**src/rtl/program_loader_if.sv**
```systemverilog
// Byte-stream input and RAM port-A / status bundle of the program loader.
// The loader side uses the slave modport; the stream source/system side uses master.
interface program_loader_if;
   logic        start;
   logic        in_valid;
   logic [7:0]  in_data;
   logic        in_ready;
   logic        ena;
   logic        wea;
   logic [9:0]  addra;
   logic [15:0] dia;
   logic        busy;
   logic        done;
   logic        error;
   logic        cpu_rst;

   modport master (
      output start, in_valid, in_data,
      input  in_ready, ena, wea, addra, dia, busy, done, error, cpu_rst
   );

   modport slave (
      input  start, in_valid, in_data,
      output in_ready, ena, wea, addra, dia, busy, done, error, cpu_rst
   );
endinterface

```
**src/rtl/program_loader.sv**
```systemverilog
// Loads a length-prefixed byte stream as 16-bit words into RAM port A, holding the CPU in reset until done.
// Optional trailing XOR checksum byte when LOADER_CHECKSUM_EN is defined.
//
// state   | meaning
// IDLE    | after reset, waiting for start
// LEN_HI  | expecting word-count high byte
// LEN_LO  | expecting word-count low byte, range checked on acceptance
// DATA_HI | expecting opcode (high) byte of next word
// DATA_LO | expecting operand (low) byte, word latched onto dia
// WRITE   | one-cycle RAM write of dia at addra
// CHECK   | expecting checksum byte (LOADER_CHECKSUM_EN only)
// DONE    | image loaded, CPU released
// ERR     | bad length or checksum, CPU held in reset
module program_loader #(
   parameter logic [9:0] BASE_ADDR = 10'd0,
   parameter int         MAX_WORDS = 1024
) (
   input  logic            clka,
   input  logic            rst,
   program_loader_if.slave bus
);

   localparam logic [3:0] IDLE    = 4'd0;
   localparam logic [3:0] LEN_HI  = 4'd1;
   localparam logic [3:0] LEN_LO  = 4'd2;
   localparam logic [3:0] DATA_HI = 4'd3;
   localparam logic [3:0] DATA_LO = 4'd4;
   localparam logic [3:0] WRITE   = 4'd5;
`ifdef LOADER_CHECKSUM_EN
   localparam logic [3:0] CHECK   = 4'd6;
   localparam logic [3:0] AFTER_DATA = CHECK;
`else
   localparam logic [3:0] AFTER_DATA = 4'd7;
`endif
   localparam logic [3:0] DONE    = 4'd7;
   localparam logic [3:0] ERR     = 4'd8;

   localparam logic [16:0] MAX_LEN = 17'(MAX_WORDS);

   logic [3:0]  state;
   logic [3:0]  state_nxt;
   logic [15:0] len;
   logic [15:0] cnt;
   logic [15:0] cnt_inc;
   logic [15:0] len_new;
   logic [7:0]  hi_byte;
   logic [15:0] dia_q;
   logic [9:0]  addra_q;
   logic        rdy;
   logic        take;
   logic        idle_like;
`ifdef LOADER_CHECKSUM_EN
   logic [7:0]  csum;
`endif

   assign idle_like = (state == IDLE) || (state == DONE) || (state == ERR);
   assign cnt_inc   = cnt + 16'd1;
   assign len_new   = {len[15:8], bus.in_data};

   always_comb begin
      rdy = 1'b0;
      case (state)
         LEN_HI, LEN_LO, DATA_HI, DATA_LO: rdy = 1'b1;
`ifdef LOADER_CHECKSUM_EN
         CHECK:                            rdy = 1'b1;
`endif
         default:                          rdy = 1'b0;
      endcase
   end

   assign take = rdy & bus.in_valid;

   always_comb begin
      state_nxt = state;
      case (state)
         IDLE, DONE, ERR: if (bus.start) state_nxt = LEN_HI;
         LEN_HI:          if (take) state_nxt = LEN_LO;
         LEN_LO: begin
            if (take) begin
               if ({1'b0, len_new} > MAX_LEN)  state_nxt = ERR;
               else if (len_new == 16'd0)      state_nxt = AFTER_DATA;
               else                            state_nxt = DATA_HI;
            end
         end
         DATA_HI:         if (take) state_nxt = DATA_LO;
         DATA_LO:         if (take) state_nxt = WRITE;
         WRITE:           state_nxt = (cnt_inc < len) ? DATA_HI : AFTER_DATA;
`ifdef LOADER_CHECKSUM_EN
         CHECK:           if (take) state_nxt = (bus.in_data == csum) ? DONE : ERR;
`endif
         default:         state_nxt = IDLE;
      endcase
   end

   always_ff @(posedge clka or posedge rst) begin
      if (rst) begin
         state   <= IDLE;
         len     <= 16'd0;
         cnt     <= 16'd0;
         hi_byte <= 8'd0;
         dia_q   <= 16'd0;
         addra_q <= BASE_ADDR;
`ifdef LOADER_CHECKSUM_EN
         csum    <= 8'd0;
`endif
      end else begin
         state <= state_nxt;
         case (state)
            IDLE, DONE, ERR: begin
               if (bus.start) begin
                  cnt     <= 16'd0;
                  addra_q <= BASE_ADDR;
`ifdef LOADER_CHECKSUM_EN
                  csum    <= 8'd0;
`endif
               end
            end
            LEN_HI: if (take) len[15:8] <= bus.in_data;
            LEN_LO: if (take) len[7:0]  <= bus.in_data;
            DATA_HI: begin
               if (take) begin
                  hi_byte <= bus.in_data;
`ifdef LOADER_CHECKSUM_EN
                  csum    <= csum ^ bus.in_data;
`endif
               end
            end
            DATA_LO: begin
               if (take) begin
                  dia_q <= {hi_byte, bus.in_data};
`ifdef LOADER_CHECKSUM_EN
                  csum  <= csum ^ bus.in_data;
`endif
               end
            end
            WRITE: begin
               addra_q <= addra_q + 10'd1;
               cnt     <= cnt_inc;
            end
            default: ;
         endcase
      end
   end

   // All handshake/status outputs are pure state decodes so reset clears them asynchronously.
   assign bus.in_ready = rdy;
   assign bus.ena      = (state == WRITE);
   assign bus.wea      = (state == WRITE);
   assign bus.addra    = addra_q;
   assign bus.dia      = dia_q;
   assign bus.busy     = ~idle_like;
   assign bus.done     = (state == DONE);
   assign bus.error    = (state == ERR);
   assign bus.cpu_rst  = (state != DONE);

endmodule

```
**src/flat_wrapper.sv**
```systemverilog
// flat-port wrapper written by rule: the top's interface ports become plain ports
module program_loader_flat 
#(
   parameter logic [9:0] BASE_ADDR = 10'd0,
   parameter int         MAX_WORDS = 1024
)
  (clka, rst, bus_start, bus_in_valid, bus_in_data, bus_in_ready, bus_ena, bus_wea, bus_addra, bus_dia, bus_busy, bus_done, bus_error, bus_cpu_rst);
  program_loader_if bus_i ();
  input  logic clka;
  input  logic rst;
  input wire logic [$bits(bus_i.start)-1:0] bus_start;
  input wire logic [$bits(bus_i.in_valid)-1:0] bus_in_valid;
  input wire logic [$bits(bus_i.in_data)-1:0] bus_in_data;
  output wire logic [$bits(bus_i.in_ready)-1:0] bus_in_ready;
  output wire logic [$bits(bus_i.ena)-1:0] bus_ena;
  output wire logic [$bits(bus_i.wea)-1:0] bus_wea;
  output wire logic [$bits(bus_i.addra)-1:0] bus_addra;
  output wire logic [$bits(bus_i.dia)-1:0] bus_dia;
  output wire logic [$bits(bus_i.busy)-1:0] bus_busy;
  output wire logic [$bits(bus_i.done)-1:0] bus_done;
  output wire logic [$bits(bus_i.error)-1:0] bus_error;
  output wire logic [$bits(bus_i.cpu_rst)-1:0] bus_cpu_rst;
  assign bus_i.start = bus_start;
  assign bus_i.in_valid = bus_in_valid;
  assign bus_i.in_data = bus_in_data;
  assign bus_in_ready = bus_i.in_ready;
  assign bus_ena = bus_i.ena;
  assign bus_wea = bus_i.wea;
  assign bus_addra = bus_i.addra;
  assign bus_dia = bus_i.dia;
  assign bus_busy = bus_i.busy;
  assign bus_done = bus_i.done;
  assign bus_error = bus_i.error;
  assign bus_cpu_rst = bus_i.cpu_rst;
  program_loader #(.BASE_ADDR(BASE_ADDR), .MAX_WORDS(MAX_WORDS)) u_core (.clka(clka), .rst(rst), .bus(bus_i));
endmodule
```
**config.mk**
```make
export PLATFORM = sky130hd
export DESIGN_NAME = program_loader_flat
export DESIGN_NICKNAME = d
export VERILOG_FILES = /design/src/rtl/program_loader_if.sv /design/src/rtl/program_loader.sv /design/src/flat_wrapper.sv
export SDC_FILE = /design/constraint.sdc
export NUM_CORES = 1
export LEC_CHECK = 0
export ABC_AREA = 1
export ABC_CLOCK_PERIOD_IN_PS = 2200
export CAP_MARGIN = 25
export CELL_PAD_IN_SITES_DETAIL_PLACEMENT = 1
export CELL_PAD_IN_SITES_GLOBAL_PLACEMENT = 1
export CORE_ASPECT_RATIO = 1.25
export CORE_MARGIN = 2
export CORE_UTILIZATION = 37
export CTS_CLUSTER_DIAMETER = 30
export DETAILED_ROUTE_END_ITERATION = 12
export PLACE_DENSITY = 0.82
export SLEW_MARGIN = 40
export SYNTH_ARGS = -nofsm -noshare
export SYNTH_HDL_FRONTEND = slang
export SYNTH_SLANG_ARGS = --single-unit
```
**constraint.sdc**
```tcl
create_clock -name clka -period 2.2 [get_ports clka]
set_input_delay 0.33 -clock clka [delete_from_list [all_inputs] [get_ports clka]]
set_output_delay 0.33 -clock clka [all_outputs]
set_load 0.02 [all_outputs]
```
## Word level (Yosys, flattened, before mapping)

Cells that the tools add are included.
W data, S select, Z words.

- Magnitude comparators: 2
- Multiplexer cells: 14
- Bitwise operators: 2
- Add/sub/neg operators: 2
- Reductions and logical operators: 13
- Equal/unequal tests: 13

Operator list:

| kind | number |
|---|---|
| $pmux W16 S2 | 1 |
| $mux W4 | 6 |
| $pmux W4 S6 | 1 |
| $pmux W10 S2 | 1 |
| $add A16 B1 Y16 const B | 1 |
| $gt A16 B11 Y1 const B | 1 |
| $logic_not A16 Y1 | 1 |
| $lt A16 B16 Y1 | 1 |
| $mux W16 | 1 |
| $eq A4 B3 Y1 const B | 3 |
| $add A10 B1 Y10 const B | 1 |
| $mux W10 | 1 |
| $reduce_and A2 Y1 | 5 |
| $eq A4 B2 Y1 const B | 2 |
| $ne A2 B1 Y1 const B | 4 |
| $mux W3 | 2 |
| $reduce_and A5 Y1 | 1 |
| $eq A4 B1 Y1 const B | 1 |
| $eq A4 B4 Y1 const B | 1 |
| $logic_not A4 Y1 | 1 |
| $ne A4 B3 Y1 const B | 1 |
| $reduce_or A4 Y1 | 1 |
| $reduce_or A3 Y1 | 1 |
| $logic_or A1 B1 Y1 | 2 |
| 5 further kinds | 5 |

- Input port bits: 12
- Logic and storage cells: 53
- Output and inout bits: 33
- Bits in registers: 70

## Longest topological paths before layout

- Word-level depth: 6
- Depth in mapped cells: 20
- Mapped depth without buffers: 20

## Least setup slack after synthesis

Ideal clock, no wire load.

- Path kind: register to register
- From: reg u_core.cnt[0]
- To: reg u_core.state[2]
- Period minus slack after synthesis: 2216 ps
- Slack: -16 ps
- Library setup time: 65 ps
- Stages on the path, launching flop included: 18
- Required time: 2135 ps
- Path buffers: 0
- Arrival time: 2151 ps
- Path through: dfrtp_1 > ha_1 > nand3_2 > nor2_1 > inv_1 > nor2_1 > inv_1 > nor3_1 > nor2_1 > ha_1 > nand2_1 > nor4_1 > nand2_1 > nand2_1 > nand2_1 > nand2_1 > nand2_1 > nand2_1

- Cells in the longest elaborated chain, start to end: 4

RTL lines:

| element | RTL line | RTL |
|---|---|---|
| start, declared | program_loader.sv:43 | `logic [15:0] cnt;` |
| start signal, assigned | program_loader.sv:138 | `cnt <= cnt_inc;` |
| $add A16 B1 Y16 | program_loader.sv:57 | `assign cnt_inc = cnt + 16'd1;` |
| $lt A16 B16 Y1 | program_loader.sv:87 | `WRITE: state_nxt = (cnt_inc < len) ? DATA_HI : AFTER_DATA;` |
| $mux W3 | program_loader.sv:87 |  |
| $pmux W4 S6 | program_loader.sv:75 | `case (state)` |
| end signal, assigned | program_loader.sv:107 | `state <= state_nxt;` |
| end, declared | program_loader.sv:40 | `logic [3:0] state;` |

Every way passes these cells.
A chain may end at the register's enable or synchronous reset.

## Worst setup path after layout

Ends and elaborated chain as after synthesis.

==> summary.md <==
| Metric | Value |
|---|---|
| Crit path max fanout | 3 |
| H-tree levels | 3 |
| Worst skew pair latency | 0.34 ns |
| Core ar. | just under 0.01 mm² |
| Area of the multi-input gates | around 0.0017 mm² |
| Syn nets | 471 |
| Area Growth Syn to Fin | 34.12% |
| Final instance area | 0.004883 mm² |
| Synth warnings | 0 |
| Critical-path cell with the highest stage delay | dfrtp_1 |
| Hpwl dp | 7.260 mm |
| F_max | 428.8 MHz |
| CP required | 2.43 ns |
| Most frequent cell on the critical path | nand2_1 |
| DIE AREA | 0.01066 mm² |
| Clock transition at path regs | 0.06 ns |
| RSZ-0062 raised after global routing | yes |
| Sink Count | 70 |
| Avg Cell Area, Syn | 8.238 µm² |
| Slew Limit Headroom | 63.29% |
| Total wire length | 11.16 mm |
| Fin util | 50.82% |
| Setup slack after layout | -0.1322 ns |
| Final hold violations | 0 |
| CP Depth | 18 |
| Worst setup path class | flip-flop to flip-flop |
| Die Width | slightly above 90 µm |
| Worst slew pin tran | 0.5491 ns |
| Setup crit start kind | flip-flop |
| Failing checks | negative setup slack |
| Synth top area cells | dfrtp_1 48%, nand2_1 11%, inv_1 7.1% |
| Hold Path Class | primary input to async pin |
| Vias in the first global route | 3747 |
| Vias/cell | 5.120 |
| Gate Count Post-Synth | 442 |
| Final period util | 106.0% |
| Final GP Congestion | 0.8495 |
| CTS max path bufs | 2 |
| Share of cells above drive strength 1 | around 19% |
| Static Leak | 2.431 nW |
| Power per Cell Area | 1147 mW/mm² |
| Crit-path cells | ha_2, nand3_2, nor2_2, inv_2, nor2_2, inv_1, nor2_2, nor2_1, nor2_2, ha_1, nand2_1, o21ai_0, a21oi_1, nand2_1, nand2_1, nand2_1, nand2_1, nand2_1 |
| Cell count after placement | 626 |
| Largest net degree at the start of global routing | 47 |
| PortBufs | 44 |
| Area of placed instances | 0.004388 mm² |
| Area share of the largest cell type after synthesis | 48.11% |
| CTS Hold Buffers Added | 0 |
| ANT nets after route | 0 |
| Total GRT Usage | ~22% |
| Main flop type after synthesis | dfrtp_1 |
| Crit end category | flip-flop |
| Max incr delay on CP | about 0.38 ns |
| Critical path arrival | 2.56 ns |
| Post-synth EDFFs | 0 |
| Clock Skew | about 0.0096 ns |
| First-pass GRT wire length | around 18 mm |
| Register bit total from synthesis | 70 |
| Placement Setup Slack | -0.1684 ns |
| Synth area leader | dfrtp_1 |
| Bufs and invs on worst path | 2 |
| Reg2Reg Depth | 18 |
| Peak supply drop | 0.0007036 V |
| Register area | 0.001753 mm² |
| ANT cells | 0 |
| CTS Buf Count | 9 |
| Minimum clock period | 2.332 ns |
| Outcome | complete, but fails checks |
| Post-synthesis sequential area ratio | 48.11% |
| Cell family with the largest share of critical-path delay | simple AND/OR/NAND/NOR gates |
| Initial Util | 37.89% |
| Drt wl/cell | 17.12 µm |
| Setup-failing EPs final | 1 |
| Die Ht | 114.9 µm |
| Distinct cells, synth | 34 |
| Cell Rows | 40 |
| 1st-iter DRT viols | 115 |
| Initial antenna violation count | 0 |
| Syn Std Cell Area | 0.003641 mm² |
| Fill count | ~1200 |
| Cell Count, Final, Fillers Out | 652 |
| DRT Pass-1 Iters | 4 |
| Via count | 3338 |
| Congestion Overflow GR | 0 |
| Async set-or-reset flop fraction in the synthesized netlist | 100.0% |
| Nets | 551 |
| Max Slew Vio Count | 0 |
| CTS tree | yes |
| IO Count | 45 |
| Post-route DRC | 0 |
| Max_cap viols | 0 |
| Final TNS setup | -0.1322 ns |
| Clk root buf | clkbuf_16 |
[worst reg2reg max path: stages (launching register included)]
cell and delay [ns]:
dfrtp_1 0.38, ha_2 0.21, nand3_2 0.08, nor2_2 0.13, inv_2 0.07, nor2_2 0.10
inv_1 0.09, nor2_2 0.13, nor2_1 0.07, nor2_2 0.11, ha_1 0.25, nand2_1 0.12
o21ai_0 0.11, a21oi_1 0.12, nand2_1 0.06, nand2_1 0.05, nand2_1 0.04, nand2_1 0.05
nand2_1 0.05
[synthesized netlist by cell type, types with 2 or more instances]
cell type / instances
inv_1: 69
nand2_2: 3
nor3_1: 8
clkbuf_1: 5
nor2_2: 2
a31oi_1: 2
o21ai_0: 42
xor2_1: 5
or2_2: 2
nand3_1: 14
o21ai_1: 9
mux2_2: 8
ha_1: 17
nor4_1: 2
buf_2: 3
dfrtp_1: 70
o22ai_1: 10
nand4_1: 8
nand3_2: 2
inv_2: 3
nor2_1: 30
a21oi_1: 13
nand2_1: 102
a22o_1: 3
[cell usage in the layout, fill, tap and decap left out, types with 2 or more instances in the layout]
cell type / count
clkbuf_16: 9
nor4_2: 2
or2_2: 2
clkdlybuf4s50_1: 38
dlygate4sd2_1: 4
o21ai_1: 11
o21ai_2: 2
nand3_1: 13
nor3_4: 2
ha_1: 14
dfrtp_1: 69
a31oi_1: 2
nand4_1: 8
xor2_1: 5
a21oi_2: 4
buf_4: 33
mux2_2: 8
nor2_1: 25
clkinvlp_4: 4
ha_4: 2
nand2_2: 8
a21oi_1: 10
inv_1: 65
o22ai_1: 10
dlymetal6s2s_1: 2
a22o_1: 3
nor2_2: 6
nor3_2: 2
nor2_4: 2
nand3_2: 3
nor3_1: 5
o21ai_0: 39
inv_2: 7
nand2_1: 97
[per-stage QoR]
| stage | power (mW) | hold WS, ns |
|---|---|---|
| 6_report | 5.600 | 0.1902 |
| 5_1_grt | 5.957 | 0.2060 |
| 4_1_cts | 5.516 | 0.1872 |
| 3_5_place_dp | 3.954 | 0.4772 |
| 3_3_place_gp | 3.841 | 0.4630 |
| 2_1_floorplan | 3.141 | 0.4492 |
[per-layer routing]
layer	track usage, %	vias up	wire [µm]
li1	-	1594	-
met3	3.342	13	287
met2	41.90	60	6305
met4	8.725	0	154
met1	24.30	1671	4416
met5	0	-	0
[path summary, 6_finish.rpt]
kind,endpoint,slack [ns],start
min in group clka,u_core.bus.dia[7]$_DFFE_PP0P_,0.49,u_core.bus.dia[7]$_DFFE_PP0P_
worst max-delay path,u_core.state[2]$_DFFE_PP0P_,-0.13,u_core.cnt[0]$_DFFE_PP0P_
worst max register to register,u_core.state[2]$_DFFE_PP0P_,-0.13,u_core.cnt[0]$_DFFE_PP0P_
max in group asynchronous,u_core.cnt[4]$_DFFE_PP0P_,1.50,rst
worst min-delay path,u_core.bus.dia[7]$_DFFE_PP0P_,0.19,rst
worst min register to register,u_core.bus.dia[7]$_DFFE_PP0P_,0.49,u_core.bus.dia[7]$_DFFE_PP0P_
[flip-flops by register name, indices dropped and copies added (netlist names)]
signal            count
u_core.state          4
u_core.len           16
u_core.hi_byte        8
u_core.bus.addra     10
u_core.cnt           16
u_core.bus.dia       16
[what timing repair did]
action,CTS,global route
gates cloned,0,0
pin swaps,4,13
buffers inserted,6,5
gates resized for setup,11,26
endpoints found under the setup margin,5,4
[layout make-up]
class / instances / area share (%)
flip-flops and latches: 70 / 35.90
clock buffers: 10 / 4.894
inverters: 72 / 5.534
clock inverters: 5 / 1.230
repair buffers: 78 / 14.50
well taps: 126 / 3.228
multi-input cells: 291 / 34.72
[cell families (layout without fill, tap and decap cells)]
family	Yosys count	count (layout)	share of synthesized area (%)
AO/OA/AOI/OAI	84	84	12.68
flip-flops	70	70	48.11
adder cells (fa/ha/maj)	17	17	5.842
XOR/XNOR	6	6	1.443
multiplexers	8	8	2.474
buffers and inverters	81	165	8.557
AND/OR/NAND/NOR	176	176	20.89
[where the power goes]
part           internal (mW)  leakage [nW]  switching, mW
sequential              1.67         0.922          0.296
combinational          0.890          1.38           1.27
clock                  0.902         0.133          0.566
total                   3.47          2.43           2.13
Note: power is estimated with default switching activity, not from simulation.
